### src/rtl/noc_arb_pkg.sv
// Shared definitions for the NoC output-port arbiters:
// state encoding and small index helpers.
package noc_arb_pkg;

    localparam logic ARB_IDLE  = 1'b0;
    localparam logic ARB_GRANT = 1'b1;

    function automatic int clog2(input int v);
        int r;
        r = 0;
        while ((1 << r) < v) r++;
        return r;
    endfunction

    // Valid only for a one-hot or zero input: ORing the set-bit
    // indices gives the index of the single set bit.
    function automatic logic [4:0] oh2idx(input logic [31:0] oh);
        logic [4:0] r;
        r = '0;
        for (int i = 0; i < 32; i++) begin
            if (oh[i]) r = r | 5'(i);
        end
        return r;
    endfunction

endpackage

### src/rtl/rr_pick.sv
// Round-robin pick: first eligible request at or after ptr,
// wrapping modulo N. Combinational only.
module rr_pick
    import noc_arb_pkg::*;
#(
    parameter int N  = 10,
    parameter int IW = clog2(N)
) (
    input  logic [N-1:0]  req,
    input  logic [IW-1:0] ptr,
    input  logic [N-1:0]  mask,
    output logic          pick_valid,
    output logic [IW-1:0] pick_idx
);

    logic [N-1:0]   elig;
    logic [2*N-1:0] dbl;
    logic [N-1:0]   rot;
    logic [IW-1:0]  off;
    logic [IW:0]    sum;

    assign elig = req & ~mask;
    assign dbl  = {elig, elig};
    assign rot  = N'(dbl >> ptr);

    // Priority-encode the rotated vector, then rotate the offset back
    always_comb begin
        pick_valid = 1'b0;
        off        = '0;
        for (int k = N - 1; k >= 0; k--) begin
            if (rot[k]) begin
                pick_valid = 1'b1;
                off        = IW'(k);
            end
        end
        sum = {1'b0, ptr} + {1'b0, off};
        if (sum >= (IW+1)'(N)) sum = sum - (IW+1)'(N);
        pick_idx = sum[IW-1:0];
    end

endmodule

### src/rtl/rr_arbiter.sv
// Round-robin arbiter with grant hold, zero-bubble handover
// and optional forced rotation after MAX_HOLD cycles.
module rr_arbiter
    import noc_arb_pkg::*;
#(
    parameter int N        = 10,
    parameter int MAX_HOLD = 0,
    parameter int IW       = clog2(N)
) (
    input  logic          clk,
    input  logic          rst,
    input  logic [N-1:0]  req,
    output logic [N-1:0]  gnt,
    output logic          gnt_valid,
    output logic [IW-1:0] gnt_idx
);

    localparam int HW = (MAX_HOLD > 0) ? clog2(MAX_HOLD + 1) : 1;
    localparam logic [HW-1:0] HMAX = HW'(MAX_HOLD);

    logic          state_q, state_d;
    logic [N-1:0]  gnt_q, gnt_d;
    logic          vld_q, vld_d;
    logic [IW-1:0] idx_q, idx_d;
    logic [IW-1:0] ptr_q, ptr_d;
    logic [HW-1:0] hold_q, hold_d;

    logic          pick_valid;
    logic [IW-1:0] pick_idx;
    logic          own_req;
    logic          force_rot;
    logic          take;
    logic          keep;

    // ptr_q already equals (owner+1) mod N while a grant is held,
    // and masking the owner removes it from a forced-rotation pick.
    rr_pick #(.N(N), .IW(IW)) u_pick (
        .req        (req),
        .ptr        (ptr_q),
        .mask       (gnt_q),
        .pick_valid (pick_valid),
        .pick_idx   (pick_idx)
    );

    assign own_req   = |(req & gnt_q);
    assign force_rot = (MAX_HOLD > 0) && (hold_q == HMAX)
                       && own_req && pick_valid;

    // State and output registers
    always_ff @(posedge clk) begin
        if (rst) begin
            state_q <= ARB_IDLE;
            gnt_q   <= '0;
            vld_q   <= 1'b0;
            idx_q   <= '0;
            ptr_q   <= '0;
            hold_q  <= '0;
        end else begin
            state_q <= state_d;
            gnt_q   <= gnt_d;
            vld_q   <= vld_d;
            idx_q   <= idx_d;
            ptr_q   <= ptr_d;
            hold_q  <= hold_d;
        end
    end

    // Next state: new grant, keep current owner, or go idle
    always_comb begin
        state_d = state_q;
        take    = 1'b0;
        keep    = 1'b0;
        unique case (state_q)
            ARB_IDLE: begin
                if (pick_valid) begin
                    state_d = ARB_GRANT;
                    take    = 1'b1;
                end
            end
            ARB_GRANT: begin
                if (own_req && !force_rot) begin
                    keep = 1'b1;
                end else if (pick_valid) begin
                    take = 1'b1;
                end else begin
                    state_d = ARB_IDLE;
                end
            end
        endcase
    end

    // Register next values for grant, pointer and hold counter
    always_comb begin
        gnt_d  = gnt_q;
        vld_d  = vld_q;
        idx_d  = idx_q;
        ptr_d  = ptr_q;
        hold_d = hold_q;
        if (take) begin
            gnt_d  = N'(1) << pick_idx;
            vld_d  = 1'b1;
            idx_d  = IW'(oh2idx(32'(gnt_d)));
            ptr_d  = (pick_idx == IW'(N - 1)) ? '0 : pick_idx + 1'b1;
            hold_d = HW'(1);
        end else if (keep) begin
            if ((MAX_HOLD > 0) && (hold_q != HMAX)) begin
                hold_d = hold_q + 1'b1;
            end
        end else if (state_d == ARB_IDLE) begin
            gnt_d  = '0;
            vld_d  = 1'b0;
            idx_d  = '0;
            hold_d = '0;
        end
    end

    assign gnt       = gnt_q;
    assign gnt_valid = vld_q;
    assign gnt_idx   = idx_q;

endmodule

### config.mk
export PLATFORM = sky130hd
export DESIGN_NAME = rr_arbiter
export DESIGN_NICKNAME = d
export VERILOG_FILES = /design/src/rtl/noc_arb_pkg.sv /design/src/rtl/rr_pick.sv /design/src/rtl/rr_arbiter.sv
export SDC_FILE = /design/constraint.sdc
export NUM_CORES = 1
export LEC_CHECK = 0
export ABC_CLOCK_PERIOD_IN_PS = 6000
export CAP_MARGIN = 5
export CORE_UTILIZATION = 50
export CTS_CLUSTER_DIAMETER = 50
export DETAILED_ROUTE_END_ITERATION = 8
export PLACE_DENSITY_LB_ADDON = 0.15
export SETUP_SLACK_MARGIN = 0.05
export SYNTH_ARGS = -nofsm -noshare
export SYNTH_HDL_FRONTEND = slang
export SYNTH_SLANG_ARGS = --single-unit
### constraint.sdc
create_clock -name clk -period 6 [get_ports clk]
set_clock_uncertainty 0.15 [all_clocks]
set_input_delay 0.9 -clock clk [delete_from_list [all_inputs] [get_ports clk]]
set_output_delay 0.9 -clock clk [all_outputs]
set_load 0.01 [all_outputs]
==> metrics.md, run 1 <==
| Metric | Value |
|---|---|
| Sw frac | `49.22%` |
| Setup tns final | `0 ps` |
| Comb pwr share | `roughly 78%` |
| Setup WS pre-CTS | `141.7 ps` |
| Max-slew violations | `0` |
| Syn Inst Count | `229` |
| Seq pwr share | `14.1%` |
| Number of setup buffers added after CTS | `0` |
| Clk root buf | `clkbuf_8` |
| Worst Path Arrival | `5600 ps` |
| Clock share of power | `8.0%` |
| Rows | `23` |
| Seq cells post-synth | `20` |
| Number of CTS-inserted buffers | `3` |
| # IOs | `27` |
| Avg WL per Cell | `18.41 um` |
| Share of post-route cells with drive strength above 1 | `16.47%` |
| Core Box Area | `4000 sq um` |
| Post-route setup slack | `just over 400 ps` |
| # DRC | `0` |
| Worst Setup Start Kind | `input port` |
| Pwr dens | `just under 700 nW/um^2` |
| Yosys synthesis warning count | `0` |
| Drt first pass iters | `4` |
| Die ar. | `4403 sq um` |
| Number of synthesized flops with an enable pin | `0` |
| Top_reg_cell synth | `dfxtp_1` |
| Pleak | `just over 0.9 nW` |
| Worst Hold Class | `reg -> reg` |
| Crit Path Class | `in -> reg` |
| Initial drt markers | `192` |
| Vias/cell | `6.515` |
| Max transition margin | `32.52%` |
| Cell area after synthesis | `2071 sq um` |
| Area Overhead vs Synth | `19.21%` |
| Max Fclk | `178.9 MHz` |
| Chip width | `66.36 um` |
| # diodes | `0` |
| First-pass GRT wire length | `8907 um` |
| Final ANT Viol Nets | `0` |
| Worst endpoint required time | `6010 ps` |
| Share of the synthesized area in the top cell type | `slightly below 20%` |
| Final Cycle Share | `93.15%` |
| Nets | `around 280` |
| Status | `finished clean` |
| H-tree levels | `1` |
| Post-synthesis sequential area ratio | `19.34%` |
| Final Critical Period | `around 5600 ps` |
| RSZ-0062 raised after global routing | `no` |
| VDD IR max | `0.4612 mV` |
| TritonCTS clock tree | `built` |
| Port Buf Inserts | `26` |
| Vias in the first global route | `1797` |
| Initial antenna violation count | `0` |
| DR vias | `1987` |
| Final-report hold violation count | `0` |
| Finish-stage setup viols | `0` |
| Net Switching | `between 800 and 900 uW` |
| Post-synth ARST share | `0%` |
| Worst-Skew Late Latency | `around 260 ps` |
| Synth top area cells | `dfxtp_1 (19%), mux4_2 (13%), ha_1 (4.2%), a32o_1 (3.9%), nor2b_1 (3.6%)` |
| Syn_area_per_cell | `9.043 sq um` |
| CP endpoint kind | `register` |
| Total grt overflow | `0` |
| Largest area contributor in the netlist | `dfxtp_1` |
| Internal | `851.1 uW` |
| CTS resizes | `0` |
| WL final | `between 5000 and 6000 um` |
| Sink Count | `20` |
| Height of the die | `around 66 um` |
| Post-Syn Nets | `249` |
| GR Util All Layers | `26.50%` |
| HPWL Detailed | `4238 um` |
| Clock Path Buffers | `2` |
| Post-CTS Hold Buffers | `0` |
| GPL Wtd Cong | `0.8880` |
| Clk pin slew, worst setup/hold paths | `70 ps` |
| Slew at the pin closest to its max-slew limit | `~1000 ps` |
| CP Max Fanout | `5` |
| Post-synth cell types | `65` |
| Initial core utilization | `around half` |
| MaxCap Viol Count | `0` |
| Largest net degree at the start of global routing | `29` |
-- logic make-up (layout without fill, tap and decap cells) --
logic type	Yosys count	after routing	share of synthesized area, %
AND/OR/NAND/NOR	89	89	24.83
XOR/XNOR	3	3	1.269
multiplexers	22	22	18.85
adder cells (fa/ha/maj)	8	8	5.196
flip-flops	20	20	19.34
buffers and inverters	19	45	4.532
AO/OA/AOI/OAI	68	68	25.98
-- synth_stat cells (all sizes together), types with 5 or more instances --
cell type   n
dfxtp      20
nor2b      12
nand2      19
nand2b     10
mux4       12
a22o        7
buf         7
clkbuf      5
inv         7
ha          7
nor2       17
a32o        8
a21oi       5
o21ai       9
nor3        6
mux2i       7
-- sequential cells by signal (all words and copies together) (netlist names) --
| register | count |
|---|---|
| state_q | 1 |
| gnt | 10 |
| gnt_idx | 4 |
| gnt_valid | 1 |
| ptr_q | 4 |
-- cells in the final DEF (no fill, tap or decap), types with 4 or more instances in the layout --
cell type / synthesis / layout
nand2b_1: 10 / 10
dfxtp_1: 20 / 20
a21oi_1: 5 / 5
and2_1: 4 / 4
nand2_1: 19 / 19
nor2_1: 15 / 14
nor4bb_1: 4 / 4
a31oi_1: 4 / 4
a22oi_1: 4 / 4
mux4_2: 12 / 12
a22o_1: 7 / 7
nor2b_1: 12 / 11
o21ai_0: 7 / 7
mux2i_1: 6 / 5
inv_1: 5 / 5
buf_4: 1 / 8
a32o_1: 8 / 8
clkdlybuf4s50_1: 0 / 26
a211oi_1: 4 / 4
ha_1: 7 / 6
nor3_1: 5 / 5
-- metrics by stage --
step | hold WS (ps) | instance area (sq um) | utilization [%] | cells | total power, mW
global placement | 297.1 | 2386 | 59.65 | 301 | 1.488
global route | 337.1 | 2469 | 61.71 | 305 | 1.824
detailed placement | 310.9 | 2386 | 59.65 | 301 | 1.499
floorplan | 359.4 | 2071 | - | 229 | 1.164
CTS | 328.8 | 2457 | 61.43 | 305 | 1.647
finish | 327.2 | 2469 | 61.71 | 305 | 1.676
-- worst paths after layout --
check	start	endpoint	slack, ps	cells after the start
worst max-delay path	req[5]	gnt_idx[1]$_SDFFE_PP0P_	410	19
worst min-delay path	gnt_valid$_SDFFE_PP0P_	gnt_valid$_SDFFE_PP0P_	330	1
worst min register to register	gnt_valid$_SDFFE_PP0P_	gnt_valid$_SDFFE_PP0P_	330	1
worst max register to register	ptr_q[0]$_SDFFE_PP0P_	gnt_idx[1]$_SDFFE_PP0P_	780	19
-- final cells by class --
type | instances | area, sq um
multi-input combinational | 190 | 1588
clock buffer | 3 | 41.29
sequential | 20 | 400.4
timing repair buffer | 34 | 320.3
inverter | 7 | 26.28
fill | 338 | 1531
tap | 50 | 62.56
clock inverter | 1 | 30.03
-- metal layers --
layer / part of all wire [%] / wire, um / global-route usage, %
met1: 46 / 2596 / 37.70
met2: 48 / 2667 / 42.98
met3: 4.8 / 270 / 1.207
met4: 1.4 / 79 / 7.979
met5: 0 / 0 / 0
-- power by group through the flow --
stage	Clock, mW	Sequential (mW)	Combinational [mW]
3_3_place_gp	0	0.238	1.25
6_report	0.135	0.237	1.30
4_1_cts	0.135	0.236	1.28
3_5_place_dp	0	0.238	1.26
5_1_grt	0.140	0.243	1.44
2_1_floorplan	0	0.214	0.950
-- worst max-delay path: stages --
cell and delay, ps:
clkdlybuf4s50_1 540, nor2b_1 300, mux4_2 340, a22oi_1 80, a221o_1 410, a21boi_0 190
o21ai_0 140, ha_1 230, fa_1 420, xnor2_1 300, and3_1 220, o22ai_1 120
or3b_2 530, nand2_1 110, inv_1 90, ha_1 230, nor2_1 120, o21ai_0 100
a22o_1 210
Power figures use the tool's default switching activity.
==> run 2, diff against run 1 <==
- GPL_TIMING_DRIVEN: default -> 0
- TNS_END_PERCENT: default -> 50
==> run 2 against run 1 <==
  * Sequential power fell by 9.7%
  * Global-route usage fell by 0.18 points
  * Critical path depth rose by 1
  * First-iteration DRC count rose by 1.0%
  * Register-to-register slack improved by 180 ps
  * Clock power barely moved
  * Final area rose by 2.9%
  * Non-clock buffer count rose by 7
  * Combinational power rose by 8%
  * Die area did not move
  * Routed wire length rose by 0.36%
  * Critical endpoint unchanged
  * Largest cell class unchanged
==> metrics.md, run 2 (same netlist as run 1, synthesis figures left out) <==
| Metric | Value |
|---|---|
| Worst Path Arrival | `5610 ps (about the same)` |
| Area Overhead vs Synth | `22.72%` |
| # diodes | `0 (unchanged)` |
| Status | `finished clean` |
| H-tree levels | `1 (unchanged)` |
| Pleak | `0.9513 nW (+3.7%)` |
| Initial drt markers | `194 (+1.0%)` |
| VDD IR max | `0.5112 mV (+11%)` |
| Vias/cell | `6.420 (-1.5%)` |
| Chip width | `66.36 um (unchanged)` |
| Crit-path most repeated cell | `ha_1` |
| CP Max Fanout | `7 (+2)` |
| Avg WL per Cell | `18.06 um (-1.9%)` |
| Post-DP Area | `2384 sq um (-0.10%)` |
| Vias in the first global route | `1766 (-1.7%)` |
| Worst Setup Start Kind | `input port` |
| HPWL Detailed | `4387 um (+3.5%)` |
| CP endpoint kind | `register` |
| Clk root buf | `clkbuf_8` |
| Die ar. | `4403 sq um (unchanged)` |
| Most common cell after layout, fill and taps aside | `clkdlybuf4s50_1` |
| Pwr dens | `688.3 nW/um^2 (+1.4%)` |
| Largest net degree at the start of global routing | `13 (-55%)` |
| First-pass GRT wire length | `8735 um (-1.9%)` |
| Post-route setup slack | `400.7 ps (-10.17 ps)` |
| Number of flip-flops under the largest register name | `10 (unchanged)` |
| Total grt overflow | `0 (unchanged)` |
| Initial core utilization | `51.77% (unchanged)` |
| Nets | `283 (+2.5%)` |
| DR vias | `2003 (+0.81%)` |
| Number of CTS-inserted buffers | `3 (unchanged)` |
| # IOs | `27 (unchanged)` |
| Clk pin slew, worst setup/hold paths | `80 ps (about the same)` |
| Finish-stage setup viols | `0 (unchanged)` |
| WL final | `5634 um (+0.36%)` |
| Final Cycle Share | `93.32% (+0.17 points)` |
| Slowest-stage cell, CP | `fa_2` |
| Core Box Area | `4000 sq um (unchanged)` |
| Design Area, Final | `2541 sq um (+2.9%)` |
| Most frequent cells in the layout | `clkdlybuf4s50_1 (25), dfxtp_1 (20), nand2_1 (18)` |
| MaxCap Viol Count | `0 (unchanged)` |
| Final-report hold violation count | `0 (unchanged)` |
| Initial antenna violation count | `0 (unchanged)` |
| Height of the die | `66.36 um (unchanged)` |
| Final Critical Period | `5599 ps (+10.17 ps)` |
| Core Util, Final | `63.53% (+1.8 points)` |
| Rows | `23 (unchanged)` |
| Max Fclk | `178.6 MHz (-0.18%)` |
| GPL Wtd Cong | `0.8714 (-1.9%)` |
| Port Buf Inserts | `25 (-3.8%)` |
| Worst Hold Class | `reg -> reg` |
| Final ANT Viol Nets | `0 (unchanged)` |
| CP peak stage delay | `630 ps (+90 ps)` |
| Clock Path Buffers | `2 (unchanged)` |
| Worst endpoint required time | `6020 ps (about the same)` |
| Max-slew violations | `0 (unchanged)` |
| Post-CTS Hold Buffers | `0 (unchanged)` |
| Crit path cell chain | `clkdlybuf4s50_1 -> nor2b_2 -> mux4_2 -> or3_1 -> nand4_1 -> a21boi_0 -> o21ai_1 -> ha_1 -> fa_2 -> inv_1 -> ha_1 -> nand2_1 -> o22ai_2 -> or3b_4 -> nand2_4 -> inv_1 -> ha_1 -> nor2_1 -> o21ai_0 -> a22o_1` |
| Sink Count | `20 (unchanged)` |
| TritonCTS clock tree | `built` |
| Share of post-route cells with drive strength above 1 | `19.08% (+2.6 points)` |
| # DRC | `0 (unchanged)` |
| Drt first pass iters | `4 (unchanged)` |
| GR Util All Layers | `26.31% (-0.18 points)` |
| Crit Path Class | `in -> reg` |
| Slew at the pin closest to its max-slew limit | `601.3 ps (-409.5 ps)` |
| Setup WS pre-CTS | `-353.8 ps (-495.5 ps)` |
| Worst-Skew Late Latency | `270 ps (about the same)` |
| Max transition margin | `59.64% (+27 points)` |
| RSZ-0062 raised after global routing | `no` |
[run 2: worst paths after layout]
path / start / end / slack (ps) / cells past startpoint
worst max-delay path: req[5] / gnt_idx[1]$_SDFFE_PP0P_ / 400 / 20
worst min-delay path: gnt_valid$_SDFFE_PP0P_ / gnt_valid$_SDFFE_PP0P_ / 320 / 1
worst max register to register: ptr_q[1]$_SDFFE_PP0P_ / gnt_idx[1]$_SDFFE_PP0P_ / 960 / 18
worst min register to register: gnt_valid$_SDFFE_PP0P_ / gnt_valid$_SDFFE_PP0P_ / 320 / 1
[run 2: routing by layer]
layer | GRT usage (%) | up-vias | wire length (um)
met4 | 7.447 | 0 | 83
li1 | - | 973 | -
met3 | 2.759 | 7 | 221
met2 | 43.11 | 53 | 2740
met5 | 0 | - | 0
met1 | 36.33 | 970 | 2589
[run 2: critical path: cells and delay by family]
| kind | cells | cell delay [ps] |
|---|---|---|
| mux | 1 | 490 |
| buf+inv | 3 | 660 |
| compound gates | 5 | 750 |
| simple gates | 7 | 1460 |
| fa+ha+maj | 4 | 1360 |
[run 2: layout make-up]
| cell class | instances | area, sq um |
|---|---|---|
| Multi-Input combinational cell | 190 | 1633 |
| Fill cell | 346 | 1459 |
| Sequential cell | 20 | 400.4 |
| Timing Repair Buffer | 29 | 280.3 |
| Buffer | 12 | 67.56 |
| Tap cell | 50 | 62.56 |
| Clock buffer | 3 | 41.29 |
| Clock inverter | 1 | 30.03 |
| Inverter | 7 | 26.28 |
[run 2: stage by stage]
stage	instances	total power [mW]	TNS, ps	hold slack (ps)
floorplan	229	1.164	0	359.4
global placement	304	1.434	-1117	298.1
detailed placement	304	1.448	-1338	309.7
CTS	308	1.591	0	325.4
global route	312	1.905	0	339.5
finish	312	1.749	0	318.3
[run 2: power breakdown]
part | total (mW) | internal (mW) | switching (mW) | leakage, nW
clock network | 0.137 | 0.0892 | 0.0477 | 0.0357
registers | 0.214 | 0.173 | 0.0413 | 0.164
logic | 1.40 | 0.637 | 0.761 | 0.752
[run 2: timing repair]
action	4_1_cts	5_1_grt
setup endpoints to repair	4	7
pin swaps	0	2
setup buffers	0	4
gates resized for setup	2	13
==> run 3, diff against run 2 <==
- CORE_UTILIZATION: 50 -> 39
==> run 3 against run 2 <==
  * Global-route usage shrank 5.7 points
  * Sequential power about the same
  * Core utilization fell by 14 points
  * Clock-buffer cell count stayed put
  * Final cell count up 6.1%
==> metrics.md, run 3 (same netlist as run 1, synthesis figures left out) <==
| Metric | Value |
|---|---|
| Sw frac | `49.17% (+0.56 points)` |
| Finish-stage setup viols | `0 (unchanged)` |
| Met1 Use GR | `29.58% (-6.7 points)` |
| RR Startpoint | `ptr_q[1]$_SDFFE_PP0P_` |
| Sink Count | `20 (unchanged)` |
| Hold Path Depth | `1 (unchanged)` |
| Die ar. | `5605 sq um (+27%)` |
| Worst Hold Class | `reg -> reg` |
| Final Cycle Share | `95.23% (+1.9 points)` |
| Total grt overflow | `0 (unchanged)` |
| Most used routing layer | `met2` |
| Sequential Area | `400.4 sq um (unchanged)` |
| H-tree levels | `1 (unchanged)` |
| MaxCap Viol Count | `0 (unchanged)` |
| DR vias | `1949 (-2.7%)` |
| Worst Path Buf+Inv | `3 (unchanged)` |
| Internal | `870.6 uW (-3.2%)` |
| Largest delay share family, worst path | `simple AND/OR/NAND/NOR gates` |
| Port Buf Inserts | `25 (unchanged)` |
| Core Box Area | `5107 sq um (+28%)` |
| Net Switching | `842.0 uW (-0.96%)` |
| Clk pin slew, worst setup/hold paths | `70 ps (about the same)` |
| Max Fclk | `175.0 MHz (-2.0%)` |
| Post-DP Area | `2409 sq um (+1.0%)` |
| VDD IR max | `0.4391 mV (-14%)` |
| Max-slew violations | `0 (unchanged)` |
| Met3 usage | `1.205% (-1.6 points)` |
| Cell depth of the worst setup path | `20 (unchanged)` |
| # IOs | `27 (unchanged)` |
| CP endpoint kind | `register` |
| TritonCTS clock tree | `built` |
| GPL Wtd Cong | `0.8357 (-4.1%)` |
| Worst endpoint required time | `6000 ps (-20 ps)` |
| M2 GR Usage | `34.43% (-8.7 points)` |
| Final ANT Viol Nets | `0 (unchanged)` |
| HPWL Detailed | `4475 um (+2.0%)` |
| Number of CTS-inserted buffers | `3 (unchanged)` |
| Multi-input logic area | `1620 sq um (-0.77%)` |
| Share of post-route cells with drive strength above 1 | `18.77% (-0.31 points)` |
| RSZ-0062 raised after global routing | `no` |
| Clock Path Buffers | `2 (unchanged)` |
| Max transition margin | `62.01% (+2.4 points)` |
| Final Critical Period | `5714 ps (+114.4 ps)` |
| Slew at the pin closest to its max-slew limit | `566.1 ps (-35.25 ps)` |
| Clock share of power | `7.8% (about the same)` |
| Vias in the first global route | `1732 (-1.9%)` |
| # diodes | `0 (unchanged)` |
| Worst Setup Start Kind | `input port` |
| Post-CTS Hold Buffers | `0 (unchanged)` |
| Vias/cell | `5.888 (-8.3%)` |
| Slowest-stage cell, CP | `fa_2` |
| First-pass GRT wire length | `8756 um (+0.24%)` |
| Design Area, Final | `2546 sq um (+0.20%)` |
| Number of flip-flops under the largest register name | `10 (unchanged)` |
| Area Overhead vs Synth | `22.96%` |
| Comb pwr share | `79.8% (about the same)` |
| Initial antenna violation count | `0 (unchanged)` |
| Largest net degree at the start of global routing | `13 (unchanged)` |
| Clk root buf | `clkbuf_8` |
| Worst Path Arrival | `5720 ps (+110 ps)` |
| Pwr dens | `672.6 nW/um^2 (-2.3%)` |
| Drt first pass iters | `4 (unchanged)` |
| Pleak | `0.9392 nW (-1.3%)` |
| Most common cell after layout, fill and taps aside | `clkdlybuf4s50_1` |
| Worst-Skew Late Latency | `260 ps (about the same)` |
| Most frequent cells in the layout | `clkdlybuf4s50_1 (25), dfxtp_1 (20), nand2_1 (18)` |
| Initial core utilization | `40.54% (-11 points)` |
| CP Max Fanout | `7 (unchanged)` |
| Worst hold endpoint | `gnt_valid$_SDFFE_PP0P_` |
| Seq pwr share | `12.4% (+0.2 points)` |
| Crit-path most repeated cell | `ha_1` |
| # DRC | `0 (unchanged)` |
| R2R Path End | `gnt_idx[1]$_SDFFE_PP0P_` |
| Status | `finished clean` |
| WL final | `5782 um (+2.6%)` |
| Nets | `282 (-0.35%)` |
| Final-report hold violation count | `0 (unchanged)` |
| Chip width | `74.87 um (+13%)` |
| Initial drt markers | `221 (+14%)` |
| Worst hold start | `gnt_valid$_SDFFE_PP0P_` |
| Fillers | `495 (+43%)` |
| GR Util All Layers | `20.66% (-5.7 points)` |
| Worst r2r path cells | `18 (unchanged)` |
| Height of the die | `74.87 um (+13%)` |
| Rows | `26 (+13%)` |
| R2R setup slack | `870 ps (-90 ps)` |
| Crit Path Class | `in -> reg` |
| Crit path cell chain | `clkdlybuf4s50_1 -> nor2b_2 -> mux4_2 -> or3_1 -> nand4_1 -> a21boi_0 -> o21ai_1 -> ha_1 -> fa_2 -> inv_1 -> ha_1 -> nand2_1 -> o22ai_2 -> or3b_2 -> nand2_4 -> inv_1 -> ha_1 -> nor2_1 -> o21ai_0 -> a22o_1` |
| Fin Hold WS | `323.8 ps (+5.493 ps)` |
| CP peak stage delay | `650 ps (+20 ps)` |
| Avg WL per Cell | `17.47 um (-3.3%)` |
-- run 3: cell count changes in the layout (fill, tap and decap cells not counted), sizes merged --
cell | previous run | this run
buf | 11 | 10
-- run 3: worst reg2reg max path: cells and delay by family (launching register included) --
family,cells,cell delay (ps)
flip-flops,1,440
multiplexers,1,560
adder cells (fa/ha/maj),4,1380
AO/OA/AOI/OAI,6,1070
AND/OR/NAND/NOR,4,930
buffers and inverters,3,490
-- run 3: per-layer routing --
layer | wire [um] | up-vias
li1 | - | 973
met1 | 2704 | 912
met2 | 2805 | 58
met3 | 221 | 6
met4 | 51 | 0
met5 | 0 | -
-- run 3: layout make-up --
| class | count | share of cell area, % |
|---|---|---|
| Buffer | 12 | 2.654 |
| Clock buffer | 3 | 1.622 |
| Clock inverter | 1 | 1.179 |
| Inverter | 7 | 1.032 |
| Multi-Input combinational cell | 190 | 63.64 |
| Sequential cell | 20 | 15.72 |
| Tap cell | 70 | 3.440 |
| Timing Repair Buffer | 28 | 10.71 |
-- run 3: power groups by stage --
stage          registers, mW  logic [mW]  clock network (mW)
6_report               0.213        1.37               0.134
5_1_grt                0.218        1.50               0.142
4_1_cts                0.213        1.24               0.137
3_5_place_dp           0.216        1.23                   0
3_3_place_gp           0.215        1.24                   0
2_1_floorplan          0.214       0.950                   0
-- run 3: repair_timing --
item	in CTS	in global routing
setup endpoints to repair	3	7
setup buffers	0	3
pin swaps	0	2
gates resized for setup	2	11
-- run 3: worst max-delay path by stage --
stage               startpoint                 endpoint  slack, ps
detailed placement      req[4]  gnt_idx[1]$_SDFFE_PP0P_       -250
finish                  req[5]  gnt_idx[1]$_SDFFE_PP0P_        290
global placement        req[4]  gnt_idx[1]$_SDFFE_PP0P_       -270
floorplan               req[4]  gnt_idx[1]$_SDFFE_PP0P_        880
global route            req[5]  gnt_idx[1]$_SDFFE_PP0P_         10
CTS                     req[8]  gnt_idx[1]$_SDFFE_PP0P_         90
-- run 3: stage by stage --
stage | util (%) | TNS, ps | setup WS, ps | instances | total power [mW]
final | 49.85 | 0 | 286.3 | 331 | 1.713
after global routing | 49.85 | 0 | 14.69 | 331 | 1.859
after CTS | 48.65 | 0 | 90.10 | 328 | 1.594
after detailed placement | 47.16 | -923.2 | -254.4 | 324 | 1.447
after global placement | 47.16 | -904.3 | -267.9 | 324 | 1.451
after floorplan | - | 0 | 880.0 | 229 | 1.164
